## src/rtl/usb_trans_ctrl.sv

```systemverilog
// Full-speed USB device transaction sequencer: token decode, turnaround and
// timeout timing, per-endpoint data toggle and handshake generation.
module usb_trans_ctrl #(
  parameter int NUM_EP       = 4,
  parameter int TA_CLKS      = 8,
  parameter int TIMEOUT_CLKS = 72
) (
  input  logic       clk_48m,
  input  logic       rst,
  input  logic [6:0] dev_addr,
  input  logic       rx_active,
  input  logic       rx_pkt_valid,
  input  logic       rx_pkt_err,
  input  logic [3:0] rx_pid,
  input  logic [6:0] rx_addr,
  input  logic [3:0] rx_endp,
  output logic [3:0] ep_sel,
  input  logic       ep_in_ready,
  input  logic       ep_out_ready,
  input  logic       ep_stall,
  output logic       out_commit,
  output logic       out_discard,
  output logic       in_ack,
  output logic       tx_start,
  output logic [3:0] tx_pid,
  output logic       tx_data_en,
  input  logic       tx_busy,
  input  logic       tx_done,
  output logic       trans_active
);

  localparam logic [3:0] PID_OUT   = 4'b0001;
  localparam logic [3:0] PID_IN    = 4'b1001;
  localparam logic [3:0] PID_SETUP = 4'b1101;
  localparam logic [3:0] PID_DATA0 = 4'b0011;
  localparam logic [3:0] PID_DATA1 = 4'b1011;
  localparam logic [3:0] PID_ACK   = 4'b0010;
  localparam logic [3:0] PID_NAK   = 4'b1010;
  localparam logic [3:0] PID_STALL = 4'b1110;

  localparam int EP_W    = (NUM_EP > 1) ? $clog2(NUM_EP) : 1;
  localparam int CNT_MAX = (TIMEOUT_CLKS > TA_CLKS) ? TIMEOUT_CLKS : TA_CLKS;
  localparam int CNT_W   = $clog2(CNT_MAX + 1);
  // The decision is registered one cycle before tx_start, so turnaround ends at TA_CLKS-2.
  localparam logic [CNT_W-1:0] TA_LAST = CNT_W'(TA_CLKS - 2);
  localparam logic [CNT_W-1:0] TO_LAST = CNT_W'(TIMEOUT_CLKS - 1);

  typedef enum logic [2:0] {IDLE, IN_TA, WAIT_DATA, DATA_TA, TX, WAIT_HS} state_t;

  state_t            state;
  logic [CNT_W-1:0]  cnt;
  logic [NUM_EP-1:0] toggle;
  logic [EP_W-1:0]   ep_idx;
  logic              is_setup;
  logic              data1;
  logic              tx_sent;

  function automatic logic is_token(input logic [3:0] pid);
    return (pid == PID_OUT) || (pid == PID_IN) || (pid == PID_SETUP);
  endfunction

  function automatic logic is_data(input logic [3:0] pid);
    return pid[2:0] == 3'b011;
  endfunction

  logic pkt_ok, token_hit, addr_hit, timed_out;
  assign pkt_ok    = rx_pkt_valid && !rx_pkt_err;
  assign token_hit = pkt_ok && is_token(rx_pid);
  assign addr_hit  = (rx_addr == dev_addr) && (32'(rx_endp) < 32'(NUM_EP));
  assign timed_out = !rx_active && (cnt == TO_LAST);

  always_ff @(posedge clk_48m) begin
    if (rst) begin
      state        <= IDLE;
      cnt          <= '0;
      toggle       <= '0;
      ep_idx       <= '0;
      is_setup     <= 1'b0;
      data1        <= 1'b0;
      tx_sent      <= 1'b0;
      ep_sel       <= '0;
      out_commit   <= 1'b0;
      out_discard  <= 1'b0;
      in_ack       <= 1'b0;
      tx_start     <= 1'b0;
      tx_pid       <= '0;
      tx_data_en   <= 1'b0;
      trans_active <= 1'b0;
    end else begin
      out_commit  <= 1'b0;
      out_discard <= 1'b0;
      in_ack      <= 1'b0;
      tx_start    <= 1'b0;
      if (state != IDLE && token_hit) begin
        // A fresh token ends the current transaction; received OUT data is dropped.
        state        <= IDLE;
        trans_active <= 1'b0;
        tx_pid       <= '0;
        tx_data_en   <= 1'b0;
        out_discard  <= (state == WAIT_DATA) || (state == DATA_TA);
      end else begin
        case (state)
          IDLE: begin
            if (token_hit && addr_hit) begin
              ep_sel       <= rx_endp;
              ep_idx       <= rx_endp[EP_W-1:0];
              is_setup     <= (rx_pid == PID_SETUP);
              cnt          <= '0;
              trans_active <= 1'b1;
              state        <= (rx_pid == PID_IN) ? IN_TA : WAIT_DATA;
            end
          end
          IN_TA: begin
            if (cnt == TA_LAST) begin
              state   <= TX;
              tx_sent <= 1'b0;
              if (ep_stall) begin
                tx_pid <= PID_STALL;
              end else if (!ep_in_ready) begin
                tx_pid <= PID_NAK;
              end else begin
                tx_pid     <= toggle[ep_idx] ? PID_DATA1 : PID_DATA0;
                tx_data_en <= 1'b1;
              end
            end else begin
              cnt <= cnt + 1'b1;
            end
          end
          WAIT_DATA: begin
            if (rx_pkt_err || (rx_pkt_valid && !is_data(rx_pid)) ||
                (!rx_pkt_valid && timed_out)) begin
              state        <= IDLE;
              trans_active <= 1'b0;
              out_discard  <= 1'b1;
            end else if (rx_pkt_valid) begin
              state <= DATA_TA;
              data1 <= rx_pid[3];
              cnt   <= '0;
            end else if (!rx_active) begin
              cnt <= cnt + 1'b1;
            end
          end
          DATA_TA: begin
            if (cnt == TA_LAST) begin
              state   <= TX;
              tx_sent <= 1'b0;
              tx_pid  <= PID_ACK;
              if (is_setup) begin
                if (!data1) begin
                  out_commit     <= 1'b1;
                  toggle[ep_idx] <= 1'b1;
                end else begin
                  tx_pid       <= '0;
                  out_discard  <= 1'b1;
                  state        <= IDLE;
                  trans_active <= 1'b0;
                end
              end else if (ep_stall) begin
                tx_pid      <= PID_STALL;
                out_discard <= 1'b1;
              end else if (!ep_out_ready) begin
                tx_pid      <= PID_NAK;
                out_discard <= 1'b1;
              end else if (data1 != toggle[ep_idx]) begin
                out_discard <= 1'b1;
              end else begin
                out_commit     <= 1'b1;
                toggle[ep_idx] <= ~toggle[ep_idx];
              end
            end else begin
              cnt <= cnt + 1'b1;
            end
          end
          TX: begin
            if (!tx_sent && !tx_busy) begin
              tx_start <= 1'b1;
              tx_sent  <= 1'b1;
            end
            if (tx_sent && tx_done) begin
              tx_pid     <= '0;
              tx_data_en <= 1'b0;
              cnt        <= '0;
              if (tx_data_en) begin
                state <= WAIT_HS;
              end else begin
                state        <= IDLE;
                trans_active <= 1'b0;
              end
            end
          end
          WAIT_HS: begin
            if (rx_pkt_err || rx_pkt_valid || timed_out) begin
              state        <= IDLE;
              trans_active <= 1'b0;
              if (pkt_ok && rx_pid == PID_ACK) begin
                in_ack         <= 1'b1;
                toggle[ep_idx] <= ~toggle[ep_idx];
              end
            end else if (!rx_active) begin
              cnt <= cnt + 1'b1;
            end
          end
          default: begin
            state        <= IDLE;
            trans_active <= 1'b0;
          end
        endcase
      end
    end
  end

endmodule
```

## config.mk

```make
export PLATFORM = sky130hd
export DESIGN_NAME = usb_trans_ctrl
export DESIGN_NICKNAME = d
export VERILOG_FILES = /design/src/rtl/usb_trans_ctrl.sv
export SDC_FILE = /design/constraint.sdc
export NUM_CORES = 1
export LEC_CHECK = 0
export CORE_MARGIN = 8
export CORE_UTILIZATION = 30
export CTS_CLUSTER_DIAMETER = 50
export DETAILED_ROUTE_END_ITERATION = 7
export GPL_TIMING_DRIVEN = 0
export HOLD_SLACK_MARGIN = 0.08
export MAX_ROUTING_LAYER = met4
export PLACE_DENSITY_LB_ADDON = 0.1
export SLEW_MARGIN = 25
export SYNTH_ARGS = -nofsm -noshare
export SYNTH_HDL_FRONTEND = slang
export SYNTH_SLANG_ARGS = --single-unit
```

## constraint.sdc

```tcl
create_clock -name clk_48m -period 1.85 [get_ports clk_48m]
set_input_delay 0.185 -clock clk_48m [delete_from_list [all_inputs] [get_ports clk_48m]]
set_output_delay 0.185 -clock clk_48m [all_outputs]
set_load 0.02 [all_outputs]
```

==> summary.md <==
| Metric | Value |
|---|---|
| Final net count | `332` |
| Number of global-route vias before repair | `1929` |
| Syn. warnings | `0` |
| P_leak | `roughly 0.0011 µW` |
| CTS Buffer Depth | `2` |
| Top post-synthesis cells by area | `dfxtp_1 (32%), nor2_1 (4.7%), mux2i_1 (4.1%), a21oi_1 (3.6%), nand3_1 (2.6%)` |
| Routability cong. | `around 0.86` |
| Synthesized area | `1940 µm²` |
| Max cap viols | `0` |
| Antenna cell count | `0` |
| Fill count | `656` |
| CP Max Fanout | `7` |
| R2R Setup Slk | `-0.07 ns` |
| Final setup fails | `9` |
| CTS clock-pin slew for the worst setup and hold paths | `0.07 ns` |
| Die X | `96.4 µm` |
| RR Startpoint | `cnt[3]` |
| Antenna viol nets, final | `0` |
| Worst path cell trace | `nor4b_4 > buf_4 > nand4_1 > o211a_1 > o211a_1 > buf_6 > a21o_4 > o22ai_2` |
| Critical Path RT | `between 2 and 2.5 ns` |
| CP startpoint kind | `register` |
| Most Frequent Cell on Critical Path | `o211a_1` |
| Row cnt | `29` |
| Wire per inst | `between 15 and 20 µm` |
| CP Data Arrival Time | `2.12 ns` |
| Sequential area share after synthesis | `32.0%` |
| Hold depth | `3` |
| Tot GR Track Use | `13.4%` |
| Tmin final | `1.92 ns` |
| Post-route design area | `2940 µm²` |
| Relative slew slack | `between 60% and 70%` |
| Initial cell density of the core | `30.7%` |
| Post-synthesis async set-or-reset flop share | `0%` |
| R2R Path End | `cnt[1]` |
| First-pass GRT wire length | `roughly 9.5 mm` |
| Crit Path Class | `register to register` |
| WHS | `0.295 ns` |
| Final Hold Fails | `0` |
| R2R cell count | `8` |
| Root Driver | `clkbuf_8` |
| H-tree depth | `2` |
| First DRT Iteration DRCs | `86` |
| Status | `complete, but fails checks` |
| Area delta synth->final | `52.0%` |
| DP Area | `2460 µm²` |
| Clock buffer count from CTS | `5` |
| Die height | `96.4 µm` |
| CORE AREA | `6310 µm²` |
| VDD IR max | `0.376 mV` |
| Post-synthesis register bit count | `31` |
| Residual DRC | `0` |
| Total grt overflow | `0` |
| Worst-skew pair later-pin latency | `~0.28 ns` |
| Min-delay src | `rx_pid[2]` |
| Worst slew pin tran | `0.487 ns` |
| Primary FF master, synth | `dfxtp_1` |
| Drt first pass iters | `5` |
| Fin worst setup slack | `-0.0653 ns` |
| Pwr/cell area | `736 nW/µm²` |
| Syn avg cell area | `8.42 µm²` |
| Fin crit share | `104%` |
| Post-synth EDFFs | `0` |
| Share of cells above drive strength 1 | `27.4%` |
| Initial antenna violation count | `0` |
| Setup TNS | `-0.297 ns` |
| Max frequency | `522 MHz` |
| Post-CTS Hold Buffers | `0` |
| Mapped Nets | `264` |
| Tot Pwr | `2170 µW` |
| RSZ-0062 raised after global routing | `true` |
| Final Skew | `0.00808 ns` |
| Failing checks | `negative setup slack` |
| Count of cell types in the netlist | `65` |
| Synth Instances | `230` |
| Max stage delay on crit path | `0.39 ns` |
| Worst min path class | `input pin to register` |
| Final HPWL DP | `4.41 mm` |
| CP max-delay cell | `nor4b_4` |
| CTS Sinks | `31` |
| Via count | `1977` |
| Most numerous cell in the Yosys netlist | `dfxtp_1` |
| Hold Path End | `is_setup` |
| Number of I/O pins | `46` |
| Top cell type's share of synthesized area | `32.0%` |
| Routed WL | `around 6.0 mm` |
| Final slew viol count | `0` |
| Top cell type by total area after synthesis | `dfxtp_1` |
| Crit path capture type | `register` |
| CP delay by family, top | `compound AO/OA/AOI/OAI gates` |
| CTS tree | `yes` |
| WP buf/inv | `2` |
| IO Port Bufs | `43` |
| Die Area | `9280 µm²` |
| Synth top cells by count | `dfxtp_1 (31), nor2_1 (24), a21oi_1 (14)` |
| DR vias/cell | `5.26` |
| Largest net degree at the start of global routing | `11` |
[cell type report]
type                            count  area (µm²)  share of cell area [%]
Timing Repair Buffer               63         591                    20.1
Sequential cell                    31         646                    21.9
Clock buffer                        6        82.6                    2.80
Clock inverter                      2        35.0                    1.19
Buffer                              8        56.3                    1.91
Inverter                           11        41.3                    1.40
Tap cell                           77        96.3                    3.27
Multi-Input combinational cell    178        1400                    47.4
[tightest hold or removal path: stages]
cell	delay [ns]
dlymetal6s2s_1	0.16
nand4_1	0.11
a21oi_1	0.07
[how the worst max path moves through the flow]
stage / startpoint / endpoint / slack [ns] / depth (start not counted)
floorplan: cnt[0] / cnt[4] / 0.04 / 8
global placement: rx_pkt_err / state[2] / -0.72 / 6
detailed placement: rx_pkt_err / tx_pid[3] / -0.63 / 6
CTS: cnt[4] / cnt[1] / -0.07 / 8
global route: cnt[3] / cnt[4] / -0.15 / 8
finish: cnt[3] / cnt[1] / -0.07 / 8
[kinds of logic (layout without fill, tap and decap cells)]
group / count (synthesis) / count (layout) / share of synthesized area [%]
simple gates: 101 / 101 / 30.4
compound gates: 58 / 58 / 22.5
xor+xnor: 8 / 8 / 3.62
flops: 31 / 31 / 32.0
buf+inv: 21 / 90 / 4.91
fa+ha+maj: 2 / 2 / 1.29
mux: 9 / 9 / 5.30
[layer usage]
layer / routed length [µm] / GRT usage, % / up-vias
met3: 361 / 2.96 / 9
li1: - / - / 987
met2: 2800 / 21.7 / 46
met4: 61 / 3.03 / 0
met5: 0 / - / -
met1: 2750 / 16.4 / 935
[sequential cells by signal (all words and copies together) (netlist names)]
register	count
cnt	7
out_commit	1
trans_active	1
ep_sel	4
tx_data_en	1
in_ack	1
toggle	4
tx_pid	4
data1	1
state	3
tx_sent	1
is_setup	1
tx_start	1
out_discard	1
[power breakdown]
part           leakage (µW)  switching, µW  internal [µW]
Combinational      0.000765            368            340
Clock             0.0000612            267            436
Sequential         0.000256           55.8            701
Total               0.00108            691           1480
[layout by cell type (no fill, tap or decap), types with 3 or more instances in the layout]
| master | count |
|---|---|
| a211oi_1 | 4 |
| buf_4 | 17 |
| nand2b_1 | 7 |
| nand3_1 | 8 |
| clkdlybuf4s50_1 | 41 |
| nor2b_1 | 3 |
| o21ai_0 | 5 |
| buf_6 | 5 |
| a31oi_1 | 3 |
| inv_1 | 11 |
| mux2i_1 | 8 |
| nand4_1 | 4 |
| nand2_1 | 13 |
| clkbuf_8 | 6 |
| xnor2_1 | 3 |
| xor2_1 | 4 |
| nor3_1 | 5 |
| nor2_1 | 24 |
| nand3b_1 | 4 |
| o211ai_2 | 3 |
| dfxtp_4 | 6 |
| dfxtp_1 | 23 |
| a21oi_1 | 13 |
[through the flow]
step / setup WS, ns / utilization (%) / instances
global route: -0.155 / 46.6 / 376
global placement: -0.718 / 39.0 / 350
finish: -0.0653 / 46.6 / 376
CTS: -0.0685 / 44.1 / 366
detailed placement: -0.630 / 39.0 / 350
floorplan: 0.0368 / - / 230
[timing repair]
item                                    CTS  global route
endpoints found under the setup margin   28            20
gates cloned                              0             1
resized for setup                        34            19
setup buffers                             9            10
pin swaps                                16            18
(Power assumes the default switching activity.)
